==> config.mk <==
export PLATFORM = sky130hd
export DESIGN_NAME = dcache_controller
export DESIGN_NICKNAME = d
export VERILOG_FILES = /design/src/rtl/dcache_controller.sv
export SDC_FILE = /design/constraint.sdc
export NUM_CORES = 1
export LEC_CHECK = 0
export CAP_MARGIN = 20
export CELL_PAD_IN_SITES_DETAIL_PLACEMENT = 1
export CELL_PAD_IN_SITES_GLOBAL_PLACEMENT = 1
export CORE_ASPECT_RATIO = 0.6
export CORE_MARGIN = 10
export CORE_UTILIZATION = 27
export CTS_BUF_LIST = sky130_fd_sc_hd__clkbuf_4 sky130_fd_sc_hd__clkbuf_8 sky130_fd_sc_hd__clkbuf_16
export DETAILED_ROUTE_END_ITERATION = 8
export PLACE_DENSITY = 0.67
export SKIP_CTS_REPAIR_TIMING = 1
export SLEW_MARGIN = 20
export SYNTH_ARGS = -nofsm -noshare
export SYNTH_HDL_FRONTEND = slang
export SYNTH_SLANG_ARGS = --single-unit
export TNS_END_PERCENT = 50
==> constraint.sdc <==
create_clock -name clk -period 7.9 [get_ports clk]
set_clock_uncertainty 0.05 [all_clocks]
set_input_delay 1.185 -clock clk [delete_from_list [all_inputs] [get_ports clk]]
set_output_delay 1.185 -clock clk [all_outputs]
set_load 0.05 [all_outputs]
==> src/rtl/dcache_controller.sv <==
// -----------------------------------------------------------------------------
// dcache_controller
// Control FSM for a direct-mapped, write-allocate, write-back data cache.
// Sits between the CPU load/store port, the block-wide SRAM data array and a
// block-wide DRAM port. Owns the tag/valid/dirty state, drives the SRAM
// index and write strobe, and runs victim write-back and refill transactions
// over a req/ready handshake.
//
// Ports
//   clk, rst_n          clock (rising edge), asynchronous active-low reset
//   i_cpu_req/we/addr/wdata   CPU request; held by the CPU until o_cpu_ready
//   o_cpu_rdata/o_cpu_ready   load data and 1-cycle completion pulse
//   o_sram_we/index/wdata     block write port of the SRAM data array
//   i_sram_rdata              combinational SRAM read of o_sram_index
//   o_mem_req/we/addr/wdata   DRAM block request (held until i_mem_ready)
//   i_mem_rdata/i_mem_ready   refill data and 1-cycle DRAM completion pulse
// -----------------------------------------------------------------------------
module dcache_controller #(
  parameter int ADDR_W      = 16,
  parameter int WORD_W      = 16,
  parameter int BLOCK_WORDS = 4,
  parameter int INDEX_W     = 4,
  localparam int OFF_W      = $clog2(BLOCK_WORDS),
  localparam int TAG_W      = ADDR_W - INDEX_W - OFF_W
) (
  input  logic                                clk,
  input  logic                                rst_n,
  input  logic                                i_cpu_req,
  input  logic                                i_cpu_we,
  input  logic [ADDR_W-1:0]                   i_cpu_addr,
  input  logic [WORD_W-1:0]                   i_cpu_wdata,
  output logic [WORD_W-1:0]                   o_cpu_rdata,
  output logic                                o_cpu_ready,
  output logic                                o_sram_we,
  output logic [INDEX_W-1:0]                  o_sram_index,
  output logic [BLOCK_WORDS-1:0][WORD_W-1:0]  o_sram_wdata,
  input  logic [BLOCK_WORDS-1:0][WORD_W-1:0]  i_sram_rdata,
  output logic                                o_mem_req,
  output logic                                o_mem_we,
  output logic [ADDR_W-OFF_W-1:0]             o_mem_addr,
  output logic [BLOCK_WORDS-1:0][WORD_W-1:0]  o_mem_wdata,
  input  logic [BLOCK_WORDS-1:0][WORD_W-1:0]  i_mem_rdata,
  input  logic                                i_mem_ready
);

  localparam int LINES = 1 << INDEX_W;

  typedef enum logic [1:0] {
    S_IDLE,
    S_COMPARE,
    S_WRITEBACK,
    S_ALLOCATE
  } state_t;

  state_t                               r_state;
  logic [TAG_W-1:0]                     r_tag;
  logic [INDEX_W-1:0]                   r_idx;
  logic [OFF_W-1:0]                     r_off;
  logic                                 r_we;
  logic [WORD_W-1:0]                    r_wdata;
  logic [LINES-1:0]                     r_valid;
  logic [LINES-1:0]                     r_dirty;
  logic [TAG_W-1:0]                     r_tags [LINES];
  logic                                 r_mem_req;
  logic                                 r_mem_we;
  logic [ADDR_W-OFF_W-1:0]              r_mem_addr;
  logic [BLOCK_WORDS-1:0][WORD_W-1:0]   r_mem_wdata;

  logic                                 w_hit;
  logic                                 w_refill_done;
  logic [BLOCK_WORDS-1:0][WORD_W-1:0]   w_merged;

  // In IDLE the SRAM already looks at the incoming index, so the block is
  // on i_sram_rdata by the time COMPARE runs.
  assign o_sram_index = (r_state == S_IDLE) ? i_cpu_addr[OFF_W +: INDEX_W] : r_idx;

  assign w_hit = (r_state == S_COMPARE) && r_valid[r_idx] && (r_tags[r_idx] == r_tag);

  // r_mem_req gates completion so a stray ready pulse while the request is
  // not yet (re)raised cannot complete a transaction.
  assign w_refill_done = (r_state == S_ALLOCATE) && r_mem_req && i_mem_ready;

  // Store merge: the addressed word takes the CPU data, others keep SRAM data.
  genvar gi;
  generate
    for (gi = 0; gi < BLOCK_WORDS; gi++) begin : g_merge
      assign w_merged[gi] = (r_off == OFF_W'(gi)) ? r_wdata : i_sram_rdata[gi];
    end
  endgenerate

  assign o_cpu_ready  = w_hit;
  assign o_cpu_rdata  = (w_hit && !r_we) ? i_sram_rdata[r_off] : '0;
  assign o_sram_we    = (w_hit && r_we) || w_refill_done;
  assign o_sram_wdata = w_refill_done  ? i_mem_rdata :
                        (w_hit && r_we) ? w_merged    : '0;

  assign o_mem_req   = r_mem_req;
  assign o_mem_we    = r_mem_we;
  assign o_mem_addr  = r_mem_addr;
  assign o_mem_wdata = r_mem_wdata;

  // Tag array needs no reset: a tag is only meaningful when its valid bit is set.
  always_ff @(posedge clk) begin
    if (w_refill_done) begin
      r_tags[r_idx] <= r_tag;
    end
  end

  always_ff @(posedge clk or negedge rst_n) begin
    if (!rst_n) begin
      r_state     <= S_IDLE;
      r_tag       <= '0;
      r_idx       <= '0;
      r_off       <= '0;
      r_we        <= 1'b0;
      r_wdata     <= '0;
      r_valid     <= '0;
      r_dirty     <= '0;
      r_mem_req   <= 1'b0;
      r_mem_we    <= 1'b0;
      r_mem_addr  <= '0;
      r_mem_wdata <= '0;
    end else begin
      case (r_state)
        S_IDLE: begin
          if (i_cpu_req) begin
            r_tag   <= i_cpu_addr[ADDR_W-1 -: TAG_W];
            r_idx   <= i_cpu_addr[OFF_W +: INDEX_W];
            r_off   <= i_cpu_addr[OFF_W-1:0];
            r_we    <= i_cpu_we;
            r_wdata <= i_cpu_wdata;
            r_state <= S_COMPARE;
          end
        end

        S_COMPARE: begin
          if (w_hit) begin
            if (r_we) begin
              r_dirty[r_idx] <= 1'b1;
            end
            r_state <= S_IDLE;
          end else if (r_valid[r_idx] && r_dirty[r_idx]) begin
            // Victim block is on i_sram_rdata now; capture it so the DRAM
            // sees a stable write-back payload for the whole wait.
            r_mem_req   <= 1'b1;
            r_mem_we    <= 1'b1;
            r_mem_addr  <= {r_tags[r_idx], r_idx};
            r_mem_wdata <= i_sram_rdata;
            r_state     <= S_WRITEBACK;
          end else begin
            r_mem_req   <= 1'b1;
            r_mem_we    <= 1'b0;
            r_mem_addr  <= {r_tag, r_idx};
            r_mem_wdata <= '0;
            r_state     <= S_ALLOCATE;
          end
        end

        S_WRITEBACK: begin
          if (r_mem_req && i_mem_ready) begin
            // Request drops for one cycle; ALLOCATE re-raises it.
            r_mem_req      <= 1'b0;
            r_dirty[r_idx] <= 1'b0;
            r_state        <= S_ALLOCATE;
          end
        end

        S_ALLOCATE: begin
          if (r_mem_req) begin
            if (i_mem_ready) begin
              r_mem_req      <= 1'b0;
              r_valid[r_idx] <= 1'b1;
              r_dirty[r_idx] <= 1'b0;
              r_state        <= S_COMPARE;
            end
          end else begin
            r_mem_req   <= 1'b1;
            r_mem_we    <= 1'b0;
            r_mem_addr  <= {r_tag, r_idx};
            r_mem_wdata <= '0;
          end
        end

        default: r_state <= S_IDLE;
      endcase
    end
  end

endmodule

[Word-level counts from Yosys, hierarchy flattened]
Memory sizes are Yosys's and may differ from the RTL's.
Index checks and enable logic that the tools add are counted.
Word-level totals
  flip-flop bits (word level): 147
  RAM bits: 160
  output and inout bits: 166
  memories kept: 1
Memory list
  r_tags: words 16, bits a word 10, read ports 1, clocked after memory_dff 0, wr ports 1, line 63  | logic [TAG_W-1:0] r_tags [LINES];
Cells by class
  $lt $le $gt $ge: 3
  equal/unequal tests: 15
  mux-type cells: 48
  bitwise operators: 4
  reductions and logical operators: 21
Operators by type and width (count)
  $mux W64: 5
  $mux W16: 11
  $pmux W64 S2: 1
  $pmux W16 S3: 1
  $mux W14: 3
  $bmux W16 S2: 1
  $or A16 B16 Y16: 2
  $pmux W14 S2: 1
  $and A16 B16 Y16: 1
  $ne A2 B2 Y1 const B: 8
  $not A16 Y16: 1
  $mux W1: 13
  $eq A10 B10 Y1: 1
  $mux W2: 5
  $logic_and A1 B1 Y1: 9
  $reduce_and A3 Y1: 3
  $bmux W1 S4: 2
  $eq A2 B2 Y1 const B: 4
  $pmux W2 S4: 1
  $reduce_and A6 Y1: 1
  $lt A4 B5 Y1 const B: 1
  $demux W1 S4: 1
  $eq A2 B1 Y1 const B: 2
  $ge A4 B1 Y1 const B: 1
  11 further kinds: 12

[Logic depth before layout (Yosys ltp)]
  depth in word-level cells: 9
  mapped depth: 13

[Worst setup path after synthesis]
No wires, ideal clock.
  path type: register to output
  start: reg r_idx[1]
  end: out o_sram_wdata[10] in the netlist's numbering
  arrival: 3.773 ns
  setup slack: 2.892 ns
  stages on the path, launching flop included: 11
  cells stage by stage: dfrtp_1 > buf_6 > mux4_2 > mux2_2 > xnor2_1 > a221o_1 > nor4_1 > and3_1 > nand3_1 > clkbuf_1 > o21ai_0
RTL lines
  start, declared: line 57  | logic [INDEX_W-1:0] r_idx;
  start signal, assigned: line 128  | r_idx <= i_cpu_addr[OFF_W +: INDEX_W];
  end, declared: line 36  | output logic [BLOCK_WORDS-1:0][WORD_W-1:0] o_sram_wdata,

[Final worst setup path]
  start: reg r_idx[1]
  end: out o_cpu_rdata[1]
Between the ends
  word-level cells in the longest chain between the ends: 6
  elaborated cells on any way between the ends: 8
  classes of those cells: eq/ne (1); mux (3); reduce/logical (3); memory (1)
Ends and longest elaborated chain
  parallel branches: the longest is 3 deep, another holds $mem_v2 Z16 W10
  $logic_and A1 B1 Y1 *: line 77  | assign w_hit = (r_state == S_COMPARE) && r_valid[r_idx] && (r_tags[r_idx] == r_tag);
  $logic_and A1 B1 Y1 *: line 92  | assign o_cpu_rdata = (w_hit && !r_we) ? i_sram_rdata[r_off] : '0;
  $mux W16 *: line 92
  end, declared: line 32  | output logic [WORD_W-1:0] o_cpu_rdata,
Every way passes the cells marked *. The select of a mux whose other input is x is not followed.

==> impl_metrics.py <==
metrics = {
    "run_status": {
        "status": "complete, no violations",
    },
    "clocking": {
        "clkLatencyLatePin_ns": 0.58,
        "clkSlewWorstSetupHoldPaths_ns": 0.07,
        "htreeDepth": 1,
        "cts.sinks": 307,
        "numCtsBuffers": 29,
        "cts_root_buf": "clkbuf_16",
        "tritoncts": "yes",
        "cts_max_path_buffers": 3,
    },
    "timing": {
        "hold_viol": 0,
        "setup-violations-final": 0,
        "whs_ns": 0.419,
        "layout_worst_path_cycle_share_pct": 87.0,
        "finalCriticalPeriod_ns": 6.87,
        "tightest_slew_ns": 1.05,
        "setup_tns_ns": 0,
        "rsz0062_at_grt": "false",
        "slew_headroom_pct": 29.6,
        "drv_slew": 0,
        "fmax_ghz": 0.146,
    },
    "grt": {
        "grt_util_all_layers_pct": 17.5,
        "grt-ovfl-total": 0,
        "grt_max_degree": 83,
        "antenna_found_initial": 2,
        "grt_pass1_vias": 11561,
        "grt_pass1_wl_um": 85100,
    },
    "place": {
        "dp.cells": 2113,
        "place.gp.congestion": 0.913,
        "port_buffers": 330,
        "hpwl_um": 43500,
    },
    "finish": {
        "final_common_cell": "clkdlybuf4s50_1",
        "fin_util_pct": 36.8,
        "drive_gt1_share_pct": 16.7,
        "area_delta_synth_final_pct": 34.9,
        "final_cell_mix": "clkdlybuf4s50_1 (329), edfxtp_1 (160), dfrtp_1 (144)",
        "fin_nets": 1600,
        "fin_cells": 2168,
        "fillers": 5736,
    },
    "setup_path": {
        "worstPathRequired_ns": 6.66,
        "cp.arrival_ns": 5.64,
        "worstSetupPathType": "flip-flop to output port",
        "critPathCaptureType": "output port",
        "start_kind": "flip-flop",
        "path_max_fanout": 44,
    },
    "routing": {
        "wl_um": 58600,
        "ant_nets": 0,
        "wl_met1_um": 26400,
        "viasPerCell": 5.15,
        "drc_errors": 0,
        "met3_length_um": 4280,
        "first_iter_violations": 1093,
        "vias": 11167,
        "met2_wirelength_um": 26600,
        "drt_pre_antenna_iters": 7,
        "wl_per_cell_um": 27.0,
        "topRoutingLayerUsed": "met4",
    },
    "power": {
        "pwr-share-comb_pct": 50.2,
        "ir_drop_mv": 0.294,
        "p_int_w": 0.00446,
        "pwr_density_cell_nw_per_um2": 408,
        "power_frac_seq_pct": 32.5,
        "p_leak_nw": 7.61,
        "clkPwrFrac_pct": 17.3,
        "swShare_pct": 45.1,
        "p_sw_w": 0.00367,
    },
    "floorplan": {
        "die_w_um": 322,
        "design.core.area_um2": 54100,
        "io_pins": 331,
        "fp-row-count": 66,
        "die_h_um": 201,
        "initial_core_util_pct": 27.3,
        "die-area_um2": 64700,
    },
    "synthesis": {
        "synth_top_flop_cell": "edfxtp_1",
        "ys_async_sr_fraction_pct": 47.9,
        "syn_nets": 1282,
        "synth_enable_flop_cells": 160,
        "yosysSeqAreaShare_pct": 57.5,
        "ys_types": 61,
        "synthCells": 1112,
        "ys_warn_count": 0,
        "ys_ff_latch": 307,
        "syn_area_um2": 14700,
        "avgSynthCellArea_um2": 13.3,
    },
    "hold_path": {
        "hold_class": "flip-flop to flip-flop",
    },
    "flow_run": {
        "max-cap-violations": 0,
    },
}
==> final timing paths <==
kind / startpoint / to / slack (ns) / cells after the start
worst max-delay path: r_idx[1] / o_cpu_rdata[1] / 1.03 / 10
worst min-delay path: r_valid[8] / r_valid[8] / 0.42 / 1
worst max register to register: r_idx[1] / o_mem_addr[6] / 3.34 / 10
worst min register to register: r_valid[8] / r_valid[8] / 0.42 / 1
max in group asynchronous: rst_n / r_tag[3] / 5.65 / 2
min in group asynchronous: rst_n / r_state[1] / 0.59 / 1
==> Yosys cell counts (3+ instances only) <==
library cell  instances  share of area [%]
or2_2                18               0.76
a31oi_1               4               0.17
mux2_2               59                4.5
nor2b_1              27                1.1
xor2_1                6               0.36
nor2_1               41                1.0
clkbuf_1             38               0.97
buf_2                19               0.64
a21o_1               17               0.87
nand2b_1              3               0.13
mux2_1                5               0.38
a211oi_1              4               0.20
buf_1                 8               0.20
buf_6                 8               0.61
mux4_2               42                6.4
ha_1                  5               0.42
buf_4                 6               0.31
nor4_1                9               0.38
a22o_1               66                3.9
xnor2_1               3               0.18
or3_1                 3               0.13
dfrtp_1             147                 25
o21ai_0              91                3.1
edfxtp_1            160                 33
nand4_1               6               0.25
nor3_1               19               0.64
a22oi_1               7               0.36
and3_1                4               0.17
mux4_1               10                1.8
nand3_1               7               0.24
nand2_1             112                2.9
a21oi_1              26               0.88
mux2i_1              90                6.1
inv_1                 9               0.23
==> worst max-delay path, stage by stage, from the launching register on <==
cell and delay (ns):
dfrtp_2 0.77, buf_12 0.33, mux4_2 0.55, mux2_2 0.30, xnor2_1 0.13, a221o_1 0.32
nor4_1 0.40, nand3_2 0.33, or2_1 0.65, nor2b_1 0.31, clkdlybuf4s50_1 0.90
==> power groups by stage <==
stage	Clock (W)	Sequential, W	Combinational (W)
6_report	0.00141	0.00264	0.00408
5_1_grt	0.00151	0.00270	0.00432
4_1_cts	0.00144	0.00263	0.00408
3_5_place_dp	0	0.00266	0.00406
3_3_place_gp	0	0.00263	0.00401
2_1_floorplan	0	0.00305	0.00213
==> routing by layer <==
layer	vias to the layer above	global-route usage (%)
met5	-	0
met4	0	3.48
met3	71	4.05
met2	382	26.9
met1	5870	24.9
li1	4844	-
==> cell families (layout without fill, tap and decap cells) <==
kind of cell,count (synthesis),in the layout,synth area share [%]
flops,307,307,57.5
simple gates,258,258,8.22
compound gates,235,235,10.8
mux,206,206,19.2
buf+inv,92,433,3.28
xor+xnor,9,9,0.535
fa+ha+maj,5,5,0.424
other cells,0,1,0
==> cell type report <==
cell class              count  area [µm²]  share of cell area, %
clock inverters            19         145                  0.730
diodes                      1        2.50                 0.0126
clock buffers              35         790                   3.97
flip-flops and latches    307        8490                   42.7
repair buffers            368        3610                   18.2
well taps                 714         893                   4.49
multi-input cells         713        5920                   29.7
inverters                  11        41.3                  0.208
==> per-stage QoR <==
stage	setup WS, ns	total power (W)	cell area (µm²)
final	1.03	0.00812	19900
after global routing	0.701	0.00852	19900
after CTS	0.712	0.00815	19900
after detailed placement	1.31	0.00673	18900
after global placement	1.53	0.00664	18900
after floorplan	2.89	0.00518	14700
==> state kept, by name, indices dropped and copies added (netlist names), named ones only <==
name / flops
r_tags: 160
o_mem_addr: 14
r_valid: 16
r_idx: 4
o_mem_we: 1
r_tag: 10
r_we: 1
r_wdata: 16
r_off: 2
o_mem_req: 1
o_mem_wdata: 64
r_state: 2
(Power assumes the default switching activity.)
==> RTL edit: new RTL, same settings <==
The 4 states of `state_t` get a one-hot encoding in 4 bits.
--- a/src/rtl/dcache_controller.sv
+++ b/src/rtl/dcache_controller.sv
@@ -46,9 +46,9 @@
   localparam int LINES = 1 << INDEX_W;
 
-  typedef enum logic [1:0] {
-    S_IDLE,
-    S_COMPARE,
-    S_WRITEBACK,
-    S_ALLOCATE
+  typedef enum logic [3:0] {
+    S_IDLE      = 4'b0001,
+    S_COMPARE   = 4'b0010,
+    S_WRITEBACK = 4'b0100,
+    S_ALLOCATE  = 4'b1000
   } state_t;
 
Behaviour: no difference found for any inputs over 4 cycles, from zero or initial values and one cycle with rst_n low; so few cycles prove little.
==> RTL edit against the original RTL <==
- core utilization up 0.36 points
- hold slack lost 0.0020 ns
- power fell by 8.5%
- cell area rose by 0.82%
- wire length grew 2.2%
- sequential cell count up 2
- cell count increased by 1.8%
- sequential share of layout area is 0.099 points lower
- largest cell class unchanged
- maximum frequency decreased by 2.0%
- area after synthesis shrank 0.33%
- setup slack lost 0.14 ns
==> RTL edit: results (changes against the original RTL) <==
Drt first pass iters -> 5 (-2)
Routability cong. -> 0.9479 (+3.8%)
TritonCTS Buffers -> 34 (+17%)
Seq power -> 2590 uW (-2%)
Highest Signal Layer -> met5
Share of layout cells above drive strength 1 -> 16.23% (-0.42 points)
Placed cell count -> 2143 (+1.4%)
GR Util All Layers -> 18.16% (+0.64 points)
Initial drt markers -> 1174 (+7.4%)
Post-DP HPWL -> 45.31 mm (+4.1%)
Post-DP Area -> 18890 sq um (-0.26%)
P_int -> 4366 uW (-2.0%)
Met2 routed WL -> 26.54 mm (-0.22%)
Hold slack -> 0.4169 ns (-0.002010 ns)
Final wirelength -> 59.90 mm (+2.2%)
CP Data Arrival Time -> 5.78 ns (+0.14 ns)
Initial antenna violation count -> 3 (+1)
Syn nets -> 1302 (+1.6%)
Synth area leaders -> edfxtp_1 (33%), dfrtp_1 (25%), mux2i_1 (12%)
Cell variety after synth -> 48 (-21%)
Synthesized area per cell -> 12.93 sq um (-2.5%)
Seq/Total Area, Yosys -> 58.06% (+0.54 points)
P_leak -> 0.007340 uW (-3.6%)
Met3 routed WL -> 4.076 mm (-4.8%)
Final #Nets -> 1630 (+1.9%)
Slowest cell delay on critical path -> 0.86 ns (-0.04 ns)
Synth async-reset ratio -> 48.22% (+0.34 points)
Slew @ Worst Pin -> 1.150 ns (+0.09805 ns)
Vias per inst -> 4.968 (-3.6%)
Non-Filler Instances -> 2207 (+1.8%)
Flop2flop setup slack -> 3.05 ns (-0.29 ns)
First-pass GRT wire length -> 85.86 mm (+0.90%)
Vias in the first global route -> 11370 (-1.7%)
CP max FO -> 30 (-32%)
Clk power -> 1660 uW (+18%)
Top cells by count, synth -> mux2i_1 (177), edfxtp_1 (160), nand2_1 (152)
Max clock buf depth -> 3 (unchanged)
CTS H-tree lvls -> 2 (+1)
Worst-Skew Late Latency -> 0.54 ns (-0.04 ns)
Status -> finished clean
RTL edit: area by class of cell:
class | instances | area (sq um)
timing repair buffer | 363 | 3552
clock buffer | 50 | 1021
fill | 5768 | 33950
clock inverter | 12 | 132.6
sequential | 309 | 8537
inverter | 68 | 255.2
multi-input combinational | 689 | 5657
tap | 714 | 893.4
antenna | 2 | 5.005
RTL edit: logic make-up after synthesis:
logic type / after synthesis / share of synthesized area (%)
xor+xnor: 10 / 0.5959
mux: 286 / 24.31
buf+inv: 139 / 3.864
compound gates: 138 / 5.312
simple gates: 255 / 7.857
flops: 309 / 58.06
RTL edit: path summary, 6_finish.rpt:
kind | startpoint | to | depth (start not counted)
max | r_idx[1] | o_cpu_rdata[12] | 10
max in group asynchronous | rst_n | r_idx[1] | 2
min | r_valid[2] | r_valid[2] | 1
min in group asynchronous | rst_n | o_mem_wdata[47] | 1
max reg2reg | r_idx[1] | o_mem_wdata[28] | 12
min reg2reg | r_valid[2] | r_valid[2] | 1
RTL edit: critical path: cells and delay by family (launching register included):
| family | cells | cell delay (ns) |
|---|---|---|
| XOR/XNOR | 1 | 0.38 |
| buffers and inverters | 2 | 1.37 |
| flip-flops | 1 | 0.66 |
| multiplexers | 3 | 0.86 |
| AND/OR/NAND/NOR | 4 | 1.90 |
RTL edit: per-stage QoR:
step / total power (uW) / setup slack (ns)
after floorplan: 4542 / 2.433
after global placement: 5740 / 1.477
after detailed placement: 5805 / 1.218
after CTS: 7493 / 0.6286
after global routing: 7771 / 0.5908
final: 7432 / 0.8874
RTL edit: metal layers:
layer  up-vias  global-route usage (%)
met5         -                       0
met1      5796                   26.06
met4         4                   3.795
met2       326                   27.15
met3        66                   4.681
li1       4772                       -
